### config.mk
export PLATFORM = sky130hd
export DESIGN_NAME = spiker_stream_adapter
export DESIGN_NICKNAME = d
export VERILOG_FILES = /design/src/rtl/spiker_stream_adapter.sv
export SDC_FILE = /design/constraint.sdc
export NUM_CORES = 2
export LEC_CHECK = 0
export CAP_MARGIN = 0
export CORE_AREA = 2 2 644 646
export DETAILED_ROUTE_END_ITERATION = 10
export DIE_AREA = 0 0 646 648
export REMOVE_ABC_BUFFERS = 1
export SLEW_MARGIN = 0
export SYNTH_ARGS = -nofsm -noshare
export SYNTH_HDL_FRONTEND = slang
export SYNTH_SLANG_ARGS = --single-unit
export TNS_END_PERCENT = 30
### constraint.sdc
create_clock -name clk_i -period 3.7 [get_ports clk_i]
set_clock_uncertainty 0.1 [all_clocks]
set_input_delay 0.37 -clock clk_i [delete_from_list [all_inputs] [get_ports clk_i]]
set_output_delay 0.37 -clock clk_i [all_outputs]
set_load 0.005 [all_outputs]
### src/rtl/spiker_stream_adapter.sv
// Streams a padded spike-vector snapshot to the spiker core and gathers the result words back.
// Latency: done_o at start+1+N_WORDS (loopback) or start+1+2*N_WORDS (core always ready/valid).
// Backpressure: outbound beat holds while core_ready_i is low; inbound accepted only in RECV.
module spiker_stream_adapter #(
    parameter int WIDTH    = 32,
    parameter int N_SPIKES = 784
) (
    input  logic                        clk_i,
    input  logic                        rst_ni,
    input  logic                        test_mode_i,
    input  logic                        start_i,
    input  logic                        clear_i,
    input  logic [((N_SPIKES+WIDTH-1)/WIDTH)*WIDTH-1:0] spikes_i,
    output logic                        busy_o,
    output logic                        done_o,
    output logic                        result_valid_o,
    output logic [((N_SPIKES+WIDTH-1)/WIDTH)*WIDTH-1:0] result_o,
    output logic                        core_valid_o,
    input  logic                        core_ready_i,
    output logic [WIDTH-1:0]            core_data_o,
    output logic                        core_last_o,
    input  logic                        core_res_valid_i,
    input  logic [WIDTH-1:0]            core_res_data_i,
    output logic                        core_res_ready_o
);

    localparam int N_WORDS   = (N_SPIKES + WIDTH - 1) / WIDTH;
    localparam int IDX_W     = (N_WORDS > 1) ? $clog2(N_WORDS) : 1;
    localparam int TAIL_BITS = N_SPIKES - (N_WORDS - 1) * WIDTH;
    localparam logic [IDX_W-1:0] LAST_IDX = IDX_W'(N_WORDS - 1);

    localparam logic [1:0] S_IDLE = 2'd0;
    localparam logic [1:0] S_SEND = 2'd1;
    localparam logic [1:0] S_RECV = 2'd2;
    localparam logic [1:0] S_DONE = 2'd3;

    // Valid-bit mask for the final word; all ones when the spike count fills it exactly.
    function automatic logic [WIDTH-1:0] tail_mask();
        logic [WIDTH-1:0] m;
        for (int b = 0; b < WIDTH; b++) begin
            m[b] = (b < TAIL_BITS);
        end
        return m;
    endfunction

    localparam logic [WIDTH-1:0] TAIL_MASK = tail_mask();

    logic [1:0]       state;
    logic [IDX_W-1:0] idx;
    logic             loop_mode;
    logic             done_q;
    logic             res_vld_q;
    logic [WIDTH-1:0] snap [N_WORDS];
    logic [WIDTH-1:0] res  [N_WORDS];
    logic             is_last;
    logic [WIDTH-1:0] word_mask;

    assign is_last   = (idx == LAST_IDX);
    assign word_mask = is_last ? TAIL_MASK : {WIDTH{1'b1}};

    assign busy_o           = (state != S_IDLE);
    assign done_o           = done_q;
    assign result_valid_o   = res_vld_q;
    assign core_valid_o     = (state == S_SEND) && !loop_mode;
    assign core_data_o      = core_valid_o ? snap[idx] : '0;
    assign core_last_o      = core_valid_o && is_last;
    assign core_res_ready_o = (state == S_RECV);

    for (genvar k = 0; k < N_WORDS; k++) begin : g_result
        assign result_o[k*WIDTH +: WIDTH] = res[k];
    end

    always_ff @(posedge clk_i or negedge rst_ni) begin
        if (!rst_ni) begin
            state     <= S_IDLE;
            idx       <= '0;
            loop_mode <= 1'b0;
            done_q    <= 1'b0;
            res_vld_q <= 1'b0;
            for (int k = 0; k < N_WORDS; k++) begin
                snap[k] <= '0;
                res[k]  <= '0;
            end
        end else begin
            done_q <= 1'b0;
            // Abort drops any in-flight beat but keeps the last stored result words.
            if (clear_i) begin
                state     <= S_IDLE;
                idx       <= '0;
                res_vld_q <= 1'b0;
            end else begin
                case (state)
                    S_IDLE: begin
                        if (start_i) begin
                            for (int k = 0; k < N_WORDS; k++) begin
                                snap[k] <= spikes_i[k*WIDTH +: WIDTH] &
                                           ((k == N_WORDS - 1) ? TAIL_MASK : {WIDTH{1'b1}});
                            end
                            loop_mode <= test_mode_i;
                            res_vld_q <= 1'b0;
                            idx       <= '0;
                            state     <= S_SEND;
                        end
                    end
                    S_SEND: begin
                        if (loop_mode) begin
                            res[idx] <= snap[idx];
                            if (is_last) begin
                                idx       <= '0;
                                state     <= S_DONE;
                                done_q    <= 1'b1;
                                res_vld_q <= 1'b1;
                            end else begin
                                idx <= idx + IDX_W'(1);
                            end
                        end else if (core_ready_i) begin
                            if (is_last) begin
                                idx   <= '0;
                                state <= S_RECV;
                            end else begin
                                idx <= idx + IDX_W'(1);
                            end
                        end
                    end
                    S_RECV: begin
                        if (core_res_valid_i) begin
                            res[idx] <= core_res_data_i & word_mask;
                            if (is_last) begin
                                idx       <= '0;
                                state     <= S_DONE;
                                done_q    <= 1'b1;
                                res_vld_q <= 1'b1;
                            end else begin
                                idx <= idx + IDX_W'(1);
                            end
                        end
                    end
                    default: begin
                        state <= S_IDLE;
                    end
                endcase
            end
        end
    end

endmodule
; ---- Yosys cells after proc, flatten, opt, wreduce, memory -nomap -nowiden
; Index checks and enable logic that the tools add are counted.
[op_classes]
n_lt_le_gt_ge = 2
n_reduce_logical = 13
muxes = 38
n_eq_ne = 10
bitwise = 3
addsub = 1
[ops]
columns = cell, n
row1 = $bwmux W800, 2
row2 = $mux W800, 2
row3 = $pmux W800 S2, 1
row4 = $bmux W32 S5, 1
row5 = $demux W32 S5, 1
row6 = $mux W32, 5
row7 = $and A32 B32 Y32, 1
row8 = $mux W5, 6
row9 = $reduce_and A4 Y1, 4
row10 = $pmux W5 S3, 1
row11 = $mux W2, 7
row12 = $mux W1, 9
row13 = $ne A3 B3 Y1 const B, 3
row14 = $ne A4 B4 Y1 const B, 2
row15 = $ge A6 B6 Y1 const B, 1
row16 = $lt A6 B1 Y1 const B, 1
row17 = $not A5 Y6, 1
row18 = $pmux W2 S3, 1
row19 = $add A5 B1 Y5 const B, 1
row20 = $eq A5 B5 Y1 const B, 1
row21 = $ne A2 B2 Y1 const B, 2
row22 = $reduce_bool A2 Y1, 2
row23 = $reduce_bool A4 Y1, 1
row24 = $logic_and A1 B1 Y1, 3
row25 = 8 further kinds, 8
[totals]
reg_bits = 1594
wordCells = 122
out_inout_bits = 838

; ---- Depth between registers and ports, before layout
[depth]
depth_word = 8
ltp_mapped = 15

; ---- Worst setup path before layout
; OpenSTA, ideal clock, no wires.
[synth_timing]
kind = reg2reg
start = register idx[0]
end = register res, in the netlist result_o[262]
path_stages_with_launch = 13
period_less_slack_ns = 3.076
arrival_ns = 2.851
slack_ns = 0.624
cell_sequence = dfrtp_1 -> buf_6 -> buf_12 -> buf_8 -> buf_6 -> buf_6 -> buf_8 -> inv_1 -> ha_1 -> nand4b_1 -> nor3_1 -> clkbuf_1 -> mux2_2
[synth_between]
elab_chain_cells = 8
elab_cells_between_ends = 14
[synth_lines]
columns = element, line_no
row1 = from (decl), 49  ; logic [IDX_W-1:0] idx;
row2 = from (signal assigned), 114  ; idx <= idx + IDX_W'(1);
row3 = from (signal assigned), 121  ; idx <= idx + IDX_W'(1);
row4 = from (signal assigned), 134  ; idx <= idx + IDX_W'(1);
row5 = $not A5 Y6 (not written as such) *, "107, 127"
row6 = $ge A6 B6 Y1 (not written as such) / $lt A6 B1 Y1 (equally long branches), "107, 127"
row7 = $logic_and A1 B1 Y1 (not written as such), "107, 127"
row8 = $mux W32 (not written as such), "107, 127"
row9 = $demux W32 S5, "107, 127"
row10 = "$bwmux W800, on equally long branches", "127, 107"
row11 = "$mux W800, on equally long branches", "126, 106"
row12 = $pmux W800 S2 *, 92  ; case (state)
row13 = "to (signal, indexed assignment)", 107  ; res[idx] <= snap[idx];
row14 = "to (signal, indexed assignment)", 127  ; res[idx] <= core_res_data_i & word_mask;
row15 = to (decl), 54  ; logic [WIDTH-1:0] res [N_WORDS];
; Every way passes the cells marked *; elsewhere a longest branch is shown, timed or not. The select of a mux whose other input is x is not followed.
; A chain may end at the register's enable or synchronous reset.

; ---- Worst setup path in the final report
[layout_timing]
start = register idx[0]
end = output core_data_o[5]
[layout_between]
elab_chain_cells = 5
[layout_lines]
columns = element, line_no
row1 = $not A5 Y6 (not written as such), 65  ; assign core_data_o = core_valid_o ? snap[idx] : '0;
row2 = $bmux W32 S5, 65
row3 = $mux W32 (not written as such) (2 in series), 65
row4 = $mux W32, 65
row5 = to (decl), 20  ; output logic [WIDTH-1:0] core_data_o,
; Every way passes these cells. The select of a mux whose other input is x is not followed.

==> flow_metrics.tcl <==
set metrics [dict create \
    status "finished with violations" \
    max_stage_delay_ns 0.52 \
    clk_latency_ns 0.93 \
    switchingPower_uw 29000 \
    setup_tns_ns -1.29 \
    worstSetupStartpointType "register" \
    nets 8488 \
    hp-class "in -> reg" \
    internal_power_uw 48100 \
    grtUsageTotal_pct 17.0 \
    grt_remaining_overflow 0 \
    grt_pass1_wl_mm 489 \
    yosysTopAreaCellShare_pct 59.8 \
    finalHoldViolations 0 \
    period_needed_ns 3.83 \
    placed_cells_incl_taps 12100 \
    p_leak_uw 0.0445 \
    avgViaCountPerCell 4.07 \
    die-area_um2 419000 \
    clk_pin_slew_ns 0.06 \
    fin_cells 13300 \
    ys_top_cells_by_area "dfrtp_1 (60%), mux2_2 (17%), mux2i_1 (3.3%)" \
    violations "setup timing" \
    h-tree-depth 4 \
    cap_violations 0 \
    hp-start "spikes_i[589]" \
    critical_path_peak_fanout 11 \
    async_reset_ff_share_pct 100 \
    slowest_stage "dfrtp_4" \
    synth_ff_type "dfrtp_1" \
    dieHeight_um 648 \
    switching_share_pct 37.6 \
    synth_cell_types 82 \
    wl_mm 371 \
    ys_seq_area_share_pct 59.8 \
    crit_required_ns 3.23 \
    synth_top_area_cell "dfrtp_1" \
    drc 0 \
    reg2regPathDepth 17 \
    path_cells "buf_12, buf_12, buf_12, buf_16, buf_6, mux2i_1, o22ai_1, a211oi_2, buf_4, a31oi_2, buf_4" \
    timing.final.crit_share_pct 103 \
    io_pins 1677 \
    die_x_um 646 \
    pwr-share-clk_pct 25.3 \
    cp.arrival_ns 3.36 \
    area_growth_pct 63.4 \
    synth_edf_count 0 \
    max_slew.worst_pin.slew_ns 0.966 \
    grt_antenna_before_repair 171 \
    synth_area_per_cell_um2 13.3 \
    ys_seq_elements 1594 \
    core_area_um2 412000 \
    cts_sinks 1594 \
    path_buf_inv 7 \
    rsz0062_at_grt "yes" \
    root_buffer "clkbuf_16" \
    setup_violations 31 \
    syn_area_um2 66700 \
    start_util_pct 16.2 \
    synthCells 5013 \
    r2r-end "result_o[767]$_DFFE_PN0P_" \
    seqPwrFrac_pct 33.3 \
    cts_made_buffers 190 \
    crit-reg2reg-launch "idx[0]$_DFFE_PN0P_" \
    vias 54300 \
    regToRegSetupSlack_ns -0.05 \
    first_iter_violations 4262 \
    drt-pass1-iter-count 5 \
    pwr-share-comb_pct 41.5 \
    worst-setup-path-type "reg -> out" \
    rows 236 \
    drive_gt1_share_pct 27.5 \
    slew_headroom_pct 35.6 \
    hpwlAfterDp_mm 281 \
    fin_ws_ns -0.128 \
    grt_pass1_vias 55300 \
    final_max_slew_viol_count 0 \
    antenna_left 0 \
    cts_tree "yes" \
    vdd_drop_max_mv 0.728 \
    holdPathStages 2 \
    cp_top_family "buffers and inverters" \
    endpoint_kind "primary output" \
    hold-path-endpoint "snap[205]$_DFFE_PN0P_" \
    grt_max_degree 159 \
    post-place-ws_ns -0.214 \
    cellPowerDensity_nw_per_um2 708 \
    place_congestion 0.863 \
    path_common_cell "buf_12" \
    yosysWarnings 0 \
    wl_per_cell_um 27.9 \
    port_buffers 1660 \
    fmax_mhz 261 \
    cts_buffer_depth 4 \
    hold_ws_ns 0.0747 \
]
-- worst register-to-register path, stage by stage, from the launching register on --
cell and delay [ns]:
dfrtp_4 0.46, buf_8 0.17, buf_16 0.15, buf_4 0.15
mux4_2 0.55, a22oi_2 0.33, o21ai_2 0.11, buf_4 0.15
buf_4 0.12, buf_4 0.12, buf_4 0.12, buf_4 0.12
buf_4 0.12, buf_4 0.12, buf_4 0.14, o21ai_4 0.17
buf_12 0.22, a31oi_1 0.17
-- registers in the layout (all words and copies together), names as in the netlist --
name            flops
done_o              1
snap              784
result_o          800
idx                 5
result_valid_o      1
state               2
loop_mode           1
-- cells in the final DEF, fill, tap and decap left out, types with 32 or more instances in the layout --
cell type	n
mux2i_1	179
nor2_1	278
mux2_2	992
clkdlybuf4s50_1	1626
a21oi_1	39
a31oi_1	246
clkbuf_16	192
clkbuf_8	41
mux4_2	82
o21ai_0	250
o22ai_1	35
clkbuf_1	46
buf_12	132
nand2_1	470
buf_6	32
dfrtp_1	1589
diode_2	75
mux2_4	41
buf_4	268
dlygate4sd3_1	724
-- cell families after synthesis --
kind of cell	Yosys count	share of synthesized area [%]
AND/OR/NAND/NOR	908	5.73
flip-flops	1594	59.8
adder cells (fa/ha/maj)	9	0.169
AO/OA/AOI/OAI	762	7.38
buffers and inverters	402	3.00
multiplexers	1338	23.9
-- Yosys cell counts, types with 10 or more instances --
| cell type | n |
|---|---|
| o22ai_1 | 60 |
| dfrtp_1 | 1594 |
| clkbuf_1 | 251 |
| nand3_1 | 18 |
| nor2_1 | 306 |
| clkbuf_2 | 12 |
| a21oi_1 | 47 |
| buf_2 | 57 |
| nand2_1 | 473 |
| o21ai_1 | 10 |
| and2_1 | 23 |
| buf_6 | 26 |
| o21ai_0 | 255 |
| buf_4 | 29 |
| mux2_2 | 992 |
| a31oi_1 | 250 |
| a22o_1 | 26 |
| mux4_2 | 78 |
| nor3_1 | 12 |
| inv_1 | 11 |
| a22oi_1 | 36 |
| nand2b_1 | 11 |
| mux2_4 | 41 |
| mux2i_1 | 220 |
-- per-layer routing --
layer / global-route usage (%) / vias up / part of all wire (%)
met4: 6.33 / 56 / 4.4
met5: 0 / - / 0.095
met3: 3.65 / 711 / 6.2
li1: - / 23300 / -
met2: 30.3 / 2370 / 50
met1: 20.0 / 27800 / 39
-- per-stage QoR --
stage	util, %	cell area, um2	power, uW
3_3_place_gp	22.5	92600	54400
2_1_floorplan	-	64700	33600
6_report	26.4	109000	77100
5_1_grt	26.4	109000	80300
4_1_cts	26.3	108000	77700
3_5_place_dp	22.5	92600	54800
-- power groups by stage --
stage	Clock [uW]	Sequential [uW]	Combinational (uW)
5_1_grt	20600	26100	33600
3_5_place_dp	0	25600	29100
4_1_cts	19900	25400	32300
3_3_place_gp	0	25500	28900
6_report	19500	25600	32000
2_1_floorplan	0	23300	10300
-- cell type report --
class | count | area, um2
repair buffers | 2824 | 29100
inverters | 12 | 56.3
well taps | 5474 | 6850
fillers | 42700 | 303000
diodes | 75 | 188
clock inverters | 58 | 830
flip-flops and latches | 1594 | 39900
clock buffers | 278 | 5520
multi-input cells | 3018 | 26500
-- timing repair --
item / 4_1_cts / 5_1_grt
setup buffers: 99 / 17
pin swaps: 44 / 30
hold buffers: 725 / 0
endpoints found under the setup margin: 65 / 77
gates resized for setup: 372 / 67
gates cloned: 9 / 1
endpoints found under the hold margin: 1985 / 0
-- how the worst max path moves through the flow --
stage / end / start / cells after the start / slack, ns
after global routing: core_data_o[30] / idx[0]$_DFFE_PN0P_ / 12 / -0.21
after global placement: core_data_o[1] / idx[0]$_DFFE_PN0P_ / 10 / -0.23
after detailed placement: core_data_o[1] / idx[1]$_DFFE_PN0P_ / 8 / -0.21
after CTS: core_data_o[26] / idx[0]$_DFFE_PN0P_ / 9 / -0.25
after floorplan: loop_mode$_DFFE_PN0P_ / state[1]$_DFFE_PN0P_ / 5 / -15.90
final: core_data_o[5] / idx[0]$_DFFE_PN0P_ / 11 / -0.13
Note: power is estimated with default switching activity, not from simulation.
